`config.mk`:
```
export PLATFORM = sky130hd
export DESIGN_NAME = mmb_update_sched
export DESIGN_NICKNAME = d
export VERILOG_FILES = /design/src/rtl/mmb_update_sched.sv
export SDC_FILE = /design/constraint.sdc
export NUM_CORES = 1
export LEC_CHECK = 0
export ABC_AREA = 1
export BUFFER_PORTS_ARGS = -buffer_cell sky130_fd_sc_hd__buf_4
export CORE_AREA = 2 2 166 168
export CTS_CLUSTER_DIAMETER = 80
export DETAILED_ROUTE_END_ITERATION = 10
export DIE_AREA = 0 0 168 170
export GPL_TIMING_DRIVEN = 0
export PLACE_DENSITY = 0.68
export SETUP_SLACK_MARGIN = 0.15
export SLEW_MARGIN = 20
export SYNTH_ARGS = -nofsm -noshare
export SYNTH_HDL_FRONTEND = slang
export SYNTH_SLANG_ARGS = --single-unit
```
`constraint.sdc`:
```
create_clock -name clock -period 2.9 [get_ports clock]
set_clock_uncertainty 0.15 [all_clocks]
set_input_delay 0.145 -clock clock [delete_from_list [all_inputs] [get_ports clock]]
set_output_delay 0.145 -clock clock [all_outputs]
set_load 0.1 [all_outputs]
```
`src/rtl/mmb_update_sched.sv`:
```
// Insert scheduler for the memory match block: arbitrates requesters into the
// ping-pong temp banks, tracks per-bank counts and gates search admission.
//
// state   | meaning
// --------+-------------------------------------------------------------
// ST_OPEN | inserts may be accepted into the fill bank
// ST_FULL | fill bank holds TEMP_DEPTH rules, wait for a swap to an empty bank
// ST_CAP  | big memory plus temp banks at capacity, wait for room
module mmb_update_sched #(
  parameter int RULE_W       = 128,
  parameter int NREQ         = 2,
  parameter int TEMP_DEPTH   = 16,
  parameter int RULE_CAP     = 512,
  parameter int MAX_INFLIGHT = 4
) (
  input  logic                            clock,
  input  logic                            reset_n,
  input  logic [NREQ-1:0]                 req_valid,
  input  logic [NREQ*RULE_W-1:0]          req_rule,
  output logic [NREQ-1:0]                 req_ready,
  input  logic                            tempactive,
  input  logic                            donemerge,
  input  logic                            doswap,
  input  logic [$clog2(RULE_CAP):0]       rulecount,
  output logic                            temp_we,
  output logic                            temp_bank,
  output logic [$clog2(TEMP_DEPTH)-1:0]   temp_waddr,
  output logic [RULE_W-1:0]               temp_wdata,
  output logic [$clog2(TEMP_DEPTH):0]     tempcount0,
  output logic [$clog2(TEMP_DEPTH):0]     tempcount1,
  input  logic                            srch_valid,
  output logic                            srch_ready,
  input  logic                            srch_done,
  output logic                            searchactive,
  output logic                            err
);

  localparam int AW = $clog2(TEMP_DEPTH);
  localparam int CW = AW + 1;
  localparam int PW = (NREQ > 1) ? $clog2(NREQ) : 1;
  localparam int IW = $clog2(MAX_INFLIGHT + 1);
  localparam int SW = $clog2(RULE_CAP) + 3;

  typedef enum logic [1:0] {
    ST_OPEN = 2'd0,
    ST_FULL = 2'd1,
    ST_CAP  = 2'd2
  } state_t;

  state_t              r_state;
  state_t              w_state_nxt;
  logic [CW-1:0]       r_cnt0;
  logic [CW-1:0]       r_cnt1;
  logic [PW-1:0]       r_ptr;
  logic [IW-1:0]       r_inflight;
  logic                r_err;
  logic                r_ta_q;
  logic                r_we;
  logic                r_bank;
  logic [AW-1:0]       r_waddr;
  logic [RULE_W-1:0]   r_wdata;

  logic [CW-1:0]       w_cnt_f;
  logic [SW-1:0]       w_sum;
  logic                w_ok;
  logic                w_full;
  logic                w_room;
  logic                w_toggle;
  logic                w_open;
  logic                w_found;
  logic                w_accept;
  logic [PW-1:0]       w_idx;
  logic [PW-1:0]       w_gidx;
  logic [PW-1:0]       w_ptr_nxt;
  logic [RULE_W-1:0]   w_rule;
  logic                w_drain;
  logic                w_srch_acc;
  logic                w_done_ok;
  logic                w_overrun;

  assign w_cnt_f  = tempactive ? r_cnt1 : r_cnt0;
  // Summed wide enough that rulecount plus both banks can never wrap.
  assign w_sum    = SW'(rulecount) + SW'(r_cnt0) + SW'(r_cnt1) + SW'(1);
  assign w_ok     = (w_sum <= SW'(RULE_CAP));
  assign w_full   = (w_cnt_f == CW'(TEMP_DEPTH));
  assign w_room   = (w_cnt_f < CW'(TEMP_DEPTH));
  assign w_toggle = (tempactive != r_ta_q);

  always_ff @(posedge clock) begin
    if (!reset_n) r_state <= ST_OPEN;
    else          r_state <= w_state_nxt;
  end

  always_comb begin
    w_state_nxt = r_state;
    case (r_state)
      ST_OPEN: begin
        if (w_full)     w_state_nxt = ST_FULL;
        else if (!w_ok) w_state_nxt = ST_CAP;
      end
      ST_FULL: begin
        if (w_toggle && (w_cnt_f == '0)) w_state_nxt = ST_OPEN;
      end
      ST_CAP: begin
        if (w_full)    w_state_nxt = ST_FULL;
        else if (w_ok) w_state_nxt = ST_OPEN;
      end
      default: w_state_nxt = ST_OPEN;
    endcase
  end

  always_comb begin
    w_open = (r_state == ST_OPEN);
  end

  // Round-robin search starting at r_ptr; first valid requester wins.
  always_comb begin
    w_found = 1'b0;
    w_gidx  = '0;
    w_idx   = '0;
    for (int i = 0; i < NREQ; i++) begin
      w_idx = PW'((int'(r_ptr) + i) % NREQ);
      if (!w_found && req_valid[w_idx]) begin
        w_found = 1'b1;
        w_gidx  = w_idx;
      end
    end
    w_accept  = reset_n & w_open & w_ok & w_room & w_found;
    req_ready = '0;
    if (w_accept) req_ready[w_gidx] = 1'b1;
  end

  assign w_ptr_nxt = PW'((int'(w_gidx) + 1) % NREQ);
  assign w_rule    = req_rule[int'(w_gidx)*RULE_W +: RULE_W];
  assign w_drain   = doswap & donemerge;

  always_ff @(posedge clock) begin
    if (!reset_n) begin
      r_we    <= 1'b0;
      r_bank  <= 1'b0;
      r_waddr <= '0;
      r_wdata <= '0;
      r_ptr   <= '0;
      r_ta_q  <= 1'b0;
    end else begin
      r_we   <= w_accept;
      r_ta_q <= tempactive;
      if (w_accept) begin
        r_bank  <= tempactive;
        r_waddr <= w_cnt_f[AW-1:0];
        r_wdata <= w_rule;
        r_ptr   <= w_ptr_nxt;
      end
    end
  end

  // A drain always targets the bank not being filled, so it never collides
  // with an accept in the same cycle.
  always_ff @(posedge clock) begin
    if (!reset_n) begin
      r_cnt0 <= '0;
      r_cnt1 <= '0;
    end else begin
      if (w_drain && tempactive)         r_cnt0 <= '0;
      else if (w_accept && !tempactive)  r_cnt0 <= r_cnt0 + CW'(1);
      if (w_drain && !tempactive)        r_cnt1 <= '0;
      else if (w_accept && tempactive)   r_cnt1 <= r_cnt1 + CW'(1);
    end
  end

  assign srch_ready = reset_n & ~donemerge & (r_inflight < IW'(MAX_INFLIGHT));
  assign w_srch_acc = srch_valid & srch_ready;
  assign w_done_ok  = srch_done & (r_inflight != '0);
  assign w_overrun  = (w_toggle & (w_cnt_f != '0)) | (doswap & ~donemerge)
                    | (srch_done & (r_inflight == '0));

  always_ff @(posedge clock) begin
    if (!reset_n) begin
      r_inflight <= '0;
      r_err      <= 1'b0;
    end else begin
      r_inflight <= r_inflight + IW'(w_srch_acc) - IW'(w_done_ok);
      if (w_overrun) r_err <= 1'b1;
    end
  end

  assign temp_we      = r_we;
  assign temp_bank    = r_bank;
  assign temp_waddr   = r_waddr;
  assign temp_wdata   = r_wdata;
  assign tempcount0   = r_cnt0;
  assign tempcount1   = r_cnt1;
  assign searchactive = reset_n & (r_inflight != '0);
  assign err          = r_err;

endmodule

```
# After elaboration in Yosys (flattened, before gate mapping)
# Index checks and enable logic that the tools add are counted.
# totals
register_bits	152
in_bits	275
# op_classes
n_addsub	9
order_cmp	7
n_eq_ne	7
shifts	1
mux	18
bitwise_logic	17
reduce_logical	17
# op_table
operator	n
indexed part select 256 x 9 -> 128 bit	1
bitwise AND 1 bit	13
adder 11 x 5 -> 12 bit	1
adder 12 x 1 -> 12 bit (second input constant)	1
<= comparator 12 x 10 -> 1 bit (second input constant)	1
two-way mux 2 bit	6
adder 10 x 5 -> 11 bit	1
adder 5 x 1 -> 5 bit (second input constant)	2
two-way mux 1 bit	9
logical AND 1 bit	7
< comparator 1 x 2 -> 1 bit (second input constant)	3
inequality test 3 bit (second input constant)	2
case mux 2 bit (3 select lines)	1
== test 5 bit (second input constant)	1
zero test 5 bit	1
< comparator 5 bit (second input constant)	1
two-way mux 5 bit	1
nonzero test 5 bit	1
OR reduction 2 bit	2
adder 3 x 1 -> 3 bit	1
zero test 3 bit	1
< comparator 3 bit (second input constant)	1
AND reduction 3 bit	1
nonzero test 3 bit	1
12 further kinds	16

# Longest topological paths before layout
# logic_depth
depth_word	11
ltp_mapped	20
mapped_depth_nobuf	19

# Least setup slack after synthesis
# Ideal clock, no wire load.
# synth_path
kind	register to output
start	register r_cnt1[1] (netlist: tempcount1[1])
end	output req_ready[0]
arrival_time_ns	4.555
required_ns	2.605
path_slack_ns	-1.950
stages_incl_launch_ff	15
path_buffers	1
cell_sequence	dfxtp_1 fa_1 fa_1 nand2_1 nand2_1 nand3_1 nand2_1 nand2_1 nand2_1 nor2_1 nand3_1 nand2_2 nand3_4 buf_2 a21oi_1
# synth_between
elab_chain_cells	7
word_cells_on_any_way	9
# synth_rtl
item	line_no	source
from (decl)	53	logic [CW-1:0] r_cnt1;
from (signal assigned)	167	else if (w_accept && tempactive) r_cnt1 <= r_cnt1 + CW'(1);
adder 11 x 5 -> 12 bit	83	assign w_sum = SW'(rulecount) + SW'(r_cnt0) + SW'(r_cnt1) + SW'(1);
adder 12 x 1 -> 12 bit	83	
<= comparator 12 x 10 -> 1 bit	84	assign w_ok = (w_sum <= SW'(RULE_CAP));
bitwise AND 1 bit	128	w_accept = reset_n & w_open & w_ok & w_room & w_found;
bitwise AND 1 bit (*) (2 in a row)	128	
two-way mux 2 bit (*)	130	if (w_accept) req_ready[w_gidx] = 1'b1;
to (decl)	20	output logic [NREQ-1:0] req_ready,
# Mark *: on every way between the ends. The rest lies on a longest branch, timed or not.

# Worst setup path in the final report
# layout_path
start	register r_cnt0[2] (netlist: tempcount0[2])
end	output req_ready[1]
# layout_between
elab_chain_cells	8
word_cells_on_any_way	10
# layout_rtl
item	line_no	source
from (decl)	52	logic [CW-1:0] r_cnt0;
from (signal assigned)	165	else if (w_accept && !tempactive) r_cnt0 <= r_cnt0 + CW'(1);
adder 10 x 5 -> 11 bit	83	
adder 11 x 5 -> 12 bit	83	
adder 12 x 1 -> 12 bit	83	
<= comparator 12 x 10 -> 1 bit	84	
bitwise AND 1 bit	128	
bitwise AND 1 bit (*) (2 in a row)	128	
two-way mux 2 bit (*)	130	
# Marks and branches as above.

==> metrics.md <==
| Metric | Value |
|---|---|
| Run status | complete, but fails checks |
| Failing checks | negative setup slack |
| Hold Crit Class | input pin to flop |
| Dpl hpwl | between 20000 and 25000 µm |
| Area growth, synth to finish | 105.5% |
| #FFs+latches synth | roughly 150 |
| Warnings, synthesis | 0 |
| Die W | ~170 µm |
| CP startpoint kind | flop |
| Tmin final | 3.376 ns |
| Total power draw | 6.772 mW |
| Depth of the CTS H-tree | 4 |
| Cell variety after synth | 27 |
| Synth Area in Compound Gates | approximately a tenth |
| Post-synth top area cell | dfxtp_1 |
| Gate count of the mapped netlist | between 900 and 1k |
| Levels on crit path | 14 |
| DR pass1 iterations | 5 |
| Routed vias | 9808 |
| Die area | 0.02856 mm² |
| Measured slew at the worst slew-check pin | just over 1 ns |
| Critical path's top delay family | simple AND/OR/NAND/NOR gates |
| Req. time, crit path | 2.61 ns |
| Post-synthesis sequential area ratio | roughly 40% |
| Wire per inst | about 18 µm |
| DRC viols | 0 |
| I/O Pins | roughly 420 |
| Initial DRC count | approximately 420 |
| Worst-path clk slew | ~0.07 ns |
| Final Cell Area | approximately 0.016 mm² |
| Site Rows | 60 |
| Synth Cell Area | around 0.0076 mm² |
| Slowest-stage cell, CP | fa_1 |
| Fraction of layout cells with a size suffix above 1 | a little under half |
| Syn nets | 1247 |
| Total CTS buffers | 17 |
| Worst r2r src | tempcount0[4] |
| Total GRT Usage | a little under a quarter |
| CP cell instances | fa_1 > ha_4 > or2_4 > nand3_4 > nand2_4 > nand2_2 > nand2_1 > nor2_2 > nand3_2 > nand2_2 > nand3_4 > buf_12 > nor2_4 > buf_12 |
| CTS Root Cell | clkbuf_16 |
| Fin crit share | 116.4% |
| Setup WS pre-CTS | -0.4754 ns |
| Ranking of synthesized cells by area | dfxtp_1, mux2_2, nand2_1, a21oi_1, inv_1 |
| P per Cell Area | around 430 mW/mm² |
| Crit path from | tempcount0[2] |
| Final Instance Count excl. Fillers | approximately 2k |
| FMAX | between 0.2 and 0.3 GHz |
| Endpoints failing hold | 0 |
| Setup ws final | -0.4762 ns |
| Main combinational cell family by area after synthesis | simple AND/OR/NAND/NOR gates |
| XOR/XNOR Fraction of Synth Area | less than 1% |
| Grt total ovfl | 0 |
| Final WL | ~37000 µm |
| Avg Cell Area, Syn | between 7 and 8 µm² |
| Initial antenna violation count | 2 |
| Critical path buffers and inverters | 2 |
| Synth Area in Simple Gates | around a fifth |
| Worst VDD drop | approximately 0.4 mV |
| Reg2Reg Depth | 20 |
| Core footprint | roughly 0.027 mm² |
| Worst Setup EP | req_ready[1] |
| Mux cell area share after synthesis | between 10% and 20% |
| Reg2Reg Capture Point | temp_bank |
| Max-slew violations | 0 |
| WP data arrival | approximately 3.1 ns |
| Largest net degree at the start of global routing | 17 |
| R2R setup slack | -0.43 ns |
| Clock tree buffer depth | 2 |
| RSZ-0062 raised after global routing | true |
| Final Wtd Congestion | 0.8341 |
| CP peak stage delay | ~0.59 ns |
| Clk sinks | about 150 |
| CTS tree | done |
| Initial Utilization | between 20 and 30% |
| Die Ht | 170 µm |
| Avg Vias per Cell | slightly below 5 |
| Worst-path maximum fanout | 4 |
| Placed cells | approximately 1.7k |
| Vias in the first global route | between 9k and 10k |
| Post-route ant nets | 0 |
| Layout net count | 1975 |
| Clk_lat worst skew | about 0.42 ns |
| IO buf count | around 420 |
| Finish-stage setup viols | 148 |
| Kind of end point of the critical path | output port |
| Placed Instance Area | around 0.011 mm² |
| Max-slew headroom | between 30 and 40% |
| Max-cap violations | 0 |
| Share of the synthesized area in the top cell type | between 40% and 50% |
| Setup_tns | -46.17 ns |
| Static Leak | 6.782 nW |
| Synth Area in Adders | 3.394% |
| First-pass GRT wire length | just over 50000 µm |
| Worst setup path category | flop to output port |
## where the power goes
| part | internal, mW | leakage, nW | switching [mW] |
|---|---|---|---|
| sequential | 2.19 | 1.24 | 0.0727 |
| combinational | 1.01 | 5.26 | 1.32 |
| clock | 1.19 | 0.278 | 0.990 |
| total | 4.39 | 6.78 | 2.38 |
## stage by stage
step	hold slack (ns)	utilization, %
final	0.007872	58.54
after global routing	0.002453	58.52
after CTS	0.0004227	55.31
after detailed placement	0.2367	42.65
after floorplan	0.08845	-
after global placement	0.2308	42.65
## tightest hold or removal path, cell delays in order
cell     delay, ns
buf_4         0.07
mux2_2        0.13
nand2_1       0.06
a21oi_2       0.12
## cell usage after synthesis
library cell,number
nand3_4,1
a211oi_1,1
mux2_2,128
buf_4,16
o21bai_1,1
ha_1,11
o211ai_1,2
a21oi_1,142
o21ai_1,1
or2_1,1
nand3_1,14
dfxtp_1,152
nand2_1,326
nor2_1,31
nor4_1,2
inv_1,46
nand4_1,7
nand2_2,1
fa_1,6
xnor2_1,3
o21ai_0,12
nor3_2,1
clkbuf_1,35
nor3_1,2
buf_2,8
xor2_1,4
inv_2,1
## per-layer routing
layer / global-route usage, % / wire [µm] / up-vias
met5: 0 / 16 / -
met4: 12.02 / 2057 / 2
met3: 5.698 / 2511 / 133
met2: 41.81 / 18370 / 499
met1: 24.48 / 13630 / 4576
li1: - / - / 4598
## layout make-up
| class | count | area, µm² |
|---|---|---|
| repair buffers | 709 | 6281 |
| fillers | 2093 | 11050 |
| well taps | 341 | 426.7 |
| inverters | 47 | 191.4 |
| multi-input cells | 697 | 4538 |
| clock buffers | 20 | 466.7 |
| diodes | 3 | 7.507 |
| plain buffers | 59 | 504.2 |
| clock inverters | 12 | 107.6 |
| flip-flops and latches | 152 | 3078 |
## worst min path at each step
stage / from / to / slack (ns) / depth (start not counted)
after floorplan: reset_n / r_inflight[0] / 0.09 / 2
after global placement: reset_n / r_inflight[0] / 0.23 / 3
after detailed placement: reset_n / r_inflight[0] / 0.24 / 3
after CTS: req_rule[131] / temp_wdata[3] / 0.0004 / 4
after global routing: req_rule[21] / temp_wdata[21] / 0.002 / 4
final: req_rule[1] / temp_wdata[1] / 0.008 / 4
## cell usage in the layout (no fill, tap or decap), drive strengths merged, types with 15 or more instances in the layout
master and instances:
a21oi 142, buf 484, clkbuf 70, dfxtp 152, dlygate4sd3 233, inv 51, mux2 128, nand2 327
nand3 15, nor2 31
## logic make-up (layout without fill, tap and decap cells)
logic type	count (synthesis)	in the layout
xor+xnor	7	7
simple gates	386	386
compound gates	159	159
flops	152	152
other cells	0	3
buf+inv	106	847
mux	128	128
fa+ha+maj	17	17
## state kept, by name, summed over array words and instances, names as in the netlist, 2 cells and up
| signal | cells |
|---|---|
| r_inflight | 3 |
| r_state | 2 |
| temp_waddr | 4 |
| temp_wdata | 128 |
| tempcount0 | 5 |
| tempcount1 | 5 |
## repair_timing
action / 4_1_cts / 5_1_grt
gates cloned: 2 / 15
buffers inserted: 25 / 11
hold buffers: 233 / 0
pin swaps: 11 / 12
resized for setup: 59 / 101
endpoints found under the setup margin: 145 / 149
endpoints found under the hold margin: 127 / 0
(Power assumes the default switching activity.)
